==> src/rtl/hazard_ctrl_pkg.sv <==
// hazard_ctrl_pkg: shared state encoding and pipeline control-word bit positions
package hazard_ctrl_pkg;
  typedef enum logic [1:0] {RUN, MEM_WAIT, REDIRECT} state_t;
  localparam int REG_W = 5;
  localparam int WB_MEMTOREG = 2;
  localparam int MEM_BRANCH = 3;
  localparam int MEM_JUMP = 5;
  function automatic logic is_load(input logic [3:0] wb_control);
    return wb_control[WB_MEMTOREG];
  endfunction
  function automatic logic is_redirect(input logic [7:0] mem_control, input logic cond);
    return (mem_control[MEM_BRANCH] & cond) | mem_control[MEM_JUMP];
  endfunction
endpackage

==> src/rtl/hazard_ctrl_sat_counter.sv <==
// sat_counter: up-counter that holds at all-ones instead of wrapping
module sat_counter #(
  parameter int W = 16
) (
  input  logic         CLK,
  input  logic         RESET,
  input  logic         inc,
  output logic [W-1:0] value
);
  always_ff @(posedge CLK)
    value <= RESET ? '0 : (inc & ~&value) ? value + 1'b1 : value;
endmodule

==> src/rtl/hazard_ctrl.sv <==
// hazard_ctrl: stall/flush control for load-use, MEM-resolved redirects and dmem waits
module hazard_ctrl
  import hazard_ctrl_pkg::*;
#(
  parameter int WAIT_LIMIT = 255,
  parameter int CNT_W = 16
) (
  input  logic             CLK,
  input  logic             RESET,
  input  logic             ex_MemtoReg,
  input  logic [REG_W-1:0] ex_RegDst,
  input  logic [REG_W-1:0] id_Rs1,
  input  logic [REG_W-1:0] id_Rs2,
  input  logic             id_uses_rs1,
  input  logic             id_uses_rs2,
  input  logic             mem_redirect,
  input  logic             dmem_req,
  input  logic             dmem_ready,
  output logic             PC_Enable,
  output logic             IFID_Enable,
  output logic             IDEX_Enable,
  output logic             EXMEM_Enable,
  output logic             MEMWB_Enable,
  output logic             IFID_flush,
  output logic             IDEX_flush,
  output logic             EXMEM_flush,
  output logic [CNT_W-1:0] stall_cycles,
  output logic [CNT_W-1:0] redirect_count,
  output logic             wait_timeout
);
  localparam int WC_W = $clog2(WAIT_LIMIT + 1);
  state_t r_state, w_next;
  logic [WC_W-1:0] r_wait_cnt;
  logic r_timeout;
  logic w_lu, w_mwait, w_redir, w_lu_stall;
  assign w_lu = ex_MemtoReg & (|ex_RegDst) &
                ((id_uses_rs1 & (id_Rs1 == ex_RegDst)) | (id_uses_rs2 & (id_Rs2 == ex_RegDst)));
  assign w_mwait = dmem_req & ~dmem_ready;
  assign w_redir = mem_redirect & ~w_mwait;
  // ID holds a flushed bubble right after a redirect, so its sources are meaningless
  assign w_lu_stall = w_lu & ~w_mwait & ~mem_redirect & (r_state != REDIRECT);
  always_ff @(posedge CLK)
    r_state <= RESET ? RUN : w_next;
  always_comb
    w_next = w_mwait ? MEM_WAIT : mem_redirect ? REDIRECT : RUN;
  always_comb begin
    PC_Enable    = ~RESET & ~w_mwait & ~w_lu_stall;
    IFID_Enable  = ~RESET & ~w_mwait & ~w_lu_stall;
    IDEX_Enable  = ~RESET & ~w_mwait;
    EXMEM_Enable = ~RESET & ~w_mwait;
    MEMWB_Enable = ~RESET & ~w_mwait;
    IFID_flush   = RESET | w_redir;
    IDEX_flush   = RESET | w_redir | w_lu_stall;
    EXMEM_flush  = RESET | w_redir;
  end
  // watchdog only flags a hung access; the stall itself is never released by it
  always_ff @(posedge CLK)
    if (RESET) begin
      r_wait_cnt <= '0;
      r_timeout  <= 1'b0;
    end else begin
      r_wait_cnt <= !w_mwait ? '0 : (r_wait_cnt == WC_W'(WAIT_LIMIT)) ? r_wait_cnt : r_wait_cnt + 1'b1;
      r_timeout  <= r_timeout | (w_mwait & (r_wait_cnt >= WC_W'(WAIT_LIMIT - 1)));
    end
  assign wait_timeout = r_timeout;
  sat_counter #(.W(CNT_W)) u_stall_cnt (
    .CLK(CLK), .RESET(RESET), .inc(~PC_Enable), .value(stall_cycles)
  );
  sat_counter #(.W(CNT_W)) u_redir_cnt (
    .CLK(CLK), .RESET(RESET), .inc(w_redir), .value(redirect_count)
  );
endmodule
==> config.mk <==
export PLATFORM = sky130hd
export DESIGN_NAME = hazard_ctrl
export DESIGN_NICKNAME = d
export VERILOG_FILES = /design/src/rtl/hazard_ctrl_pkg.sv /design/src/rtl/hazard_ctrl_sat_counter.sv /design/src/rtl/hazard_ctrl.sv
export SDC_FILE = /design/constraint.sdc
export NUM_CORES = 1
export LEC_CHECK = 0
export BUFFER_PORTS_ARGS = -buffer_cell sky130_fd_sc_hd__buf_2
export CORE_UTILIZATION = 49
export CTS_CLUSTER_SIZE = 40
export DETAILED_ROUTE_END_ITERATION = 8
export PLACE_DENSITY = 0.76
export SYNTH_ARGS = -nofsm -noshare
export SYNTH_HDL_FRONTEND = slang
export SYNTH_HIERARCHICAL = 1
export SYNTH_SLANG_ARGS = --single-unit
==> constraint.sdc <==
create_clock -name CLK -period 4.5 [get_ports CLK]
set_clock_uncertainty 0.05 [all_clocks]
set_input_delay 0.9 -clock CLK [delete_from_list [all_inputs] [get_ports CLK]]
set_output_delay 0.9 -clock CLK [all_outputs]
set_load 0.02 [all_outputs]
==> results by group <==
Run status
  – Status: finished with violations
  – Failing checks: design-rule violations

Critical path
  – Critical path's slowest cell: o21ai_1
  – Max incr delay on CP: 0.43 ns
  – Setup crit start: dmem_req
  – FF-to-FF path depth: 8
  – Critical Path End: u_stall_cnt/value[15]
  – Reg2reg end: u_stall_cnt/value[15]
  – Delay-heaviest family, CP: simple AND/OR/NAND/NOR gates
  – WP data arrival: 3.25 ns
  – Worst-path maximum fanout: 7
  – Worst-path cell chain: buf_2, nor2b_1, nor4b_1, o21ai_2, o21ai_1, nand2_1, or3_1, nor4_1, mux2_2
  – FF-to-FF Start: r_state[1]
  – Startpoint types: primary input
  – R2R Setup Slk: 1.89 ns
  – Crit end category: flop
  – Worst path depth: 9
  – CP Class: primary input to flop
  – Crit path required time: 4.64 ns
  – Worst Path Buf+Inv: 1

STA
  – Final period utilization: 69.3%
  – Highest clock rate: 321 MHz
  – Setup violation total in the final timing report: 0
  – Setup TNS: 0 ns
  – Final Hold Fails: 0
  – Final worst path period need: 3.12 ns
  – Slew HR: 44.9%
  – Max-slew violation count: 0
  – Hold_ws: 0.421 ns
  – Worst-Margin Slew: 0.820 ns
  – RSZ-0062 raised after global routing: no

Die
  – Standard-cell rows: 24
  – # IOs: 64
  – DIE HEIGHT: 71.3 µm
  – Die Area: 0.00508 mm²
  – Core Footprint: 0.00447 mm²
  – DIE WIDTH: 71.3 µm
  – Initial Utilization: 52.6%

GRT
  – Number of global-route vias before repair: 1983
  – First-pass GRT wire length: 8.49 mm
  – Overflow after GRT: 0
  – Tot GR Track Use: 20.9%
  – Largest net degree at the start of global routing: 42
  – Initial antenna violation count: 0

Power
  – Maximum vdd drop: 0.115 mV
  – Static leakage: 1.08 nW
  – Power Density: 256 mW/mm²

Layout
  – Layout net count: 357
  – Fill cells: 428
  – Area grow syn2layout: 16.1%
  – Final Instance Area: 0.00273 mm²
  – Diodes inserted: 0
  – Register area: 861 µm²
  – Multi-input gate area: 0.00139 mm²
  – Share of post-route cells with drive strength above 1: 26.3%
  – Utilization after layout: 61.0%

Clock network
  – CTS sink count: 43
  – Total CTS buffers: 5
  – Clk Latency, worst-skew pair: 0.29 ns
  – H-Tree Depth: 2
  – CTS root buffer: clkbuf_8
  – Clk pin slew, worst setup/hold paths: 0.08 ns
  – Post-CTS Setup Repair Bufs: 0
  – Resized cells post-CTS: 0
  – Maximum buffer depth of the clock tree: 2
  – Hold buffer count at CTS: 0
  – CTS tree: yes

Job
  – Max-Cap Viols: 0

Drt
  – Routed WL per cell: 13.3 µm
  – DR DRC count: 4
  – Initial drt markers: 148
  – TritonRoute pass-1 iters: 7
  – Vias/cell: 5.70
  – Antenna viol nets, final: 0
  – Vias: 2182
  – Total Routed Length: 5.10 mm

Synth
  – Mean Syn Cell Area: 8.68 µm²
  – Leading area contributor after synthesis: dfxtp_1
  – Post-synthesis register bit count: 43
  – Number of flops mapped to enable cells by yosys: 0
  – Most common cell in the synthesized netlist: dfxtp_1
  – Synth top area cells: dfxtp_1 (37%), nor2_1 (4.1%), xnor2_1 (3.7%), xor2_1 (3.7%), nand3_1 (3.4%)
  – Cell Area, Synth: 0.00235 mm²
  – Mapped Nets: 298
  – Post-synthesis sequential area ratio: 36.6%
  – Synthesized netlist cell count: 271
  – Prevailing post-synth register cell: dfxtp_1
  – Warnings, synthesis: 6
  – Post-synth ARST share: 0%
  – Distinct cells, synth: 48
  – Commonest cells in the netlist: dfxtp_1 (43), nor2_1 (26), nand2_1 (18)
  – Yosys top cell area share: 36.6%

Worst hold path
  – Worst min-delay path category: flop to flop

Place
  – Cell Area, Placed: 0.00265 mm²
  – Final HPWL DP: 3.81 mm
  – IO buf count: 63
  – Routability cong.: 0.846
## cell usage in the layout (no fill, tap or decap), types with 3 or more instances in the layout
| cell | netlist | layout |
|---|---|---|
| a21oi_1 | 15 | 15 |
| o31ai_1 | 8 | 8 |
| inv_1 | 6 | 6 |
| nor2_1 | 26 | 26 |
| or3_1 | 4 | 4 |
| nand4_1 | 8 | 8 |
| nand2_1 | 18 | 18 |
| buf_2 | 0 | 63 |
| or2_2 | 4 | 4 |
| a211oi_1 | 3 | 3 |
| clkbuf_8 | 0 | 5 |
| mux2_2 | 4 | 4 |
| and4_1 | 7 | 7 |
| a31oi_1 | 3 | 3 |
| ha_1 | 4 | 4 |
| nor2b_1 | 7 | 7 |
| dfxtp_1 | 43 | 43 |
| mux2i_1 | 4 | 4 |
| nor3b_1 | 3 | 3 |
| xnor2_1 | 10 | 10 |
| o21ai_0 | 5 | 5 |
| nor4_1 | 8 | 8 |
| nand3_1 | 16 | 16 |
| and3_1 | 3 | 3 |
| nor3_1 | 7 | 7 |
| xor2_1 | 10 | 10 |
| or4_1 | 6 | 6 |
## stage by stage
step | setup slack [ns] | cells | total power [mW]
6_report | 1.38 | 383 | 0.700
5_1_grt | 1.12 | 383 | 0.736
4_1_cts | 1.38 | 383 | 0.709
3_5_place_dp | 1.06 | 375 | 0.476
3_3_place_gp | 1.17 | 375 | 0.474
2_1_floorplan | 1.42 | 271 | 0.451
## flip-flops by register name, indices dropped and copies added, names as in the netlist
signal	flops
u_stall_cnt/value	16
r_wait_cnt	8
u_redir_cnt/value	16
r_state	2
wait_timeout	1
## cell families after synthesis
group,after synthesis,share of synthesized area [%]
simple gates,129,30.9
mux,8,3.62
buf+inv,17,4.52
flops,43,36.6
compound gates,50,14.8
fa+ha+maj,4,2.13
xor+xnor,20,7.45
## worst min-delay path by stage
| stage | slack, ns | startpoint | cells past startpoint | to |
|---|---|---|---|---|
| after floorplan | 0.46 | r_wait_cnt[7] | 2 | r_wait_cnt[6] |
| after global placement | 0.40 | wait_timeout | 2 | wait_timeout |
| after detailed placement | 0.41 | wait_timeout | 2 | wait_timeout |
| after CTS | 0.43 | wait_timeout | 2 | wait_timeout |
| after global routing | 0.46 | wait_timeout | 2 | wait_timeout |
| final | 0.42 | wait_timeout | 2 | wait_timeout |
## power breakdown
part	switching [mW]	internal [mW]	total (mW)
Sequential	0.00658	0.386	0.392
Clock	0.125	0.109	0.234
Combinational	0.0443	0.0294	0.0736
Total	0.176	0.524	0.700
## per-layer routing
layer	track usage (%)	vias up	wire [µm]
met5	0	-	0
met4	8.89	0	70
met3	3.80	5	273
met2	34.0	72	2360
met1	27.2	986	2390
li1	-	1119	-
## worst min-delay path, delay by kind of cell, from the launching register on
family	cells	cell delay (ns)
DFF	1	0.33
AOI/OAI and AO/OA	1	0.04
and+or+nand+nor	1	0.07
## area by class of cell
type | instances | area share, %
inverter | 6 | 0.825
tap | 52 | 2.38
multi-input combinational | 211 | 50.7
clock inverter | 1 | 0.183
timing repair buffer | 63 | 11.5
clock buffer | 7 | 2.80
sequential | 43 | 31.5
Note: power is estimated with default switching activity, not from simulation.
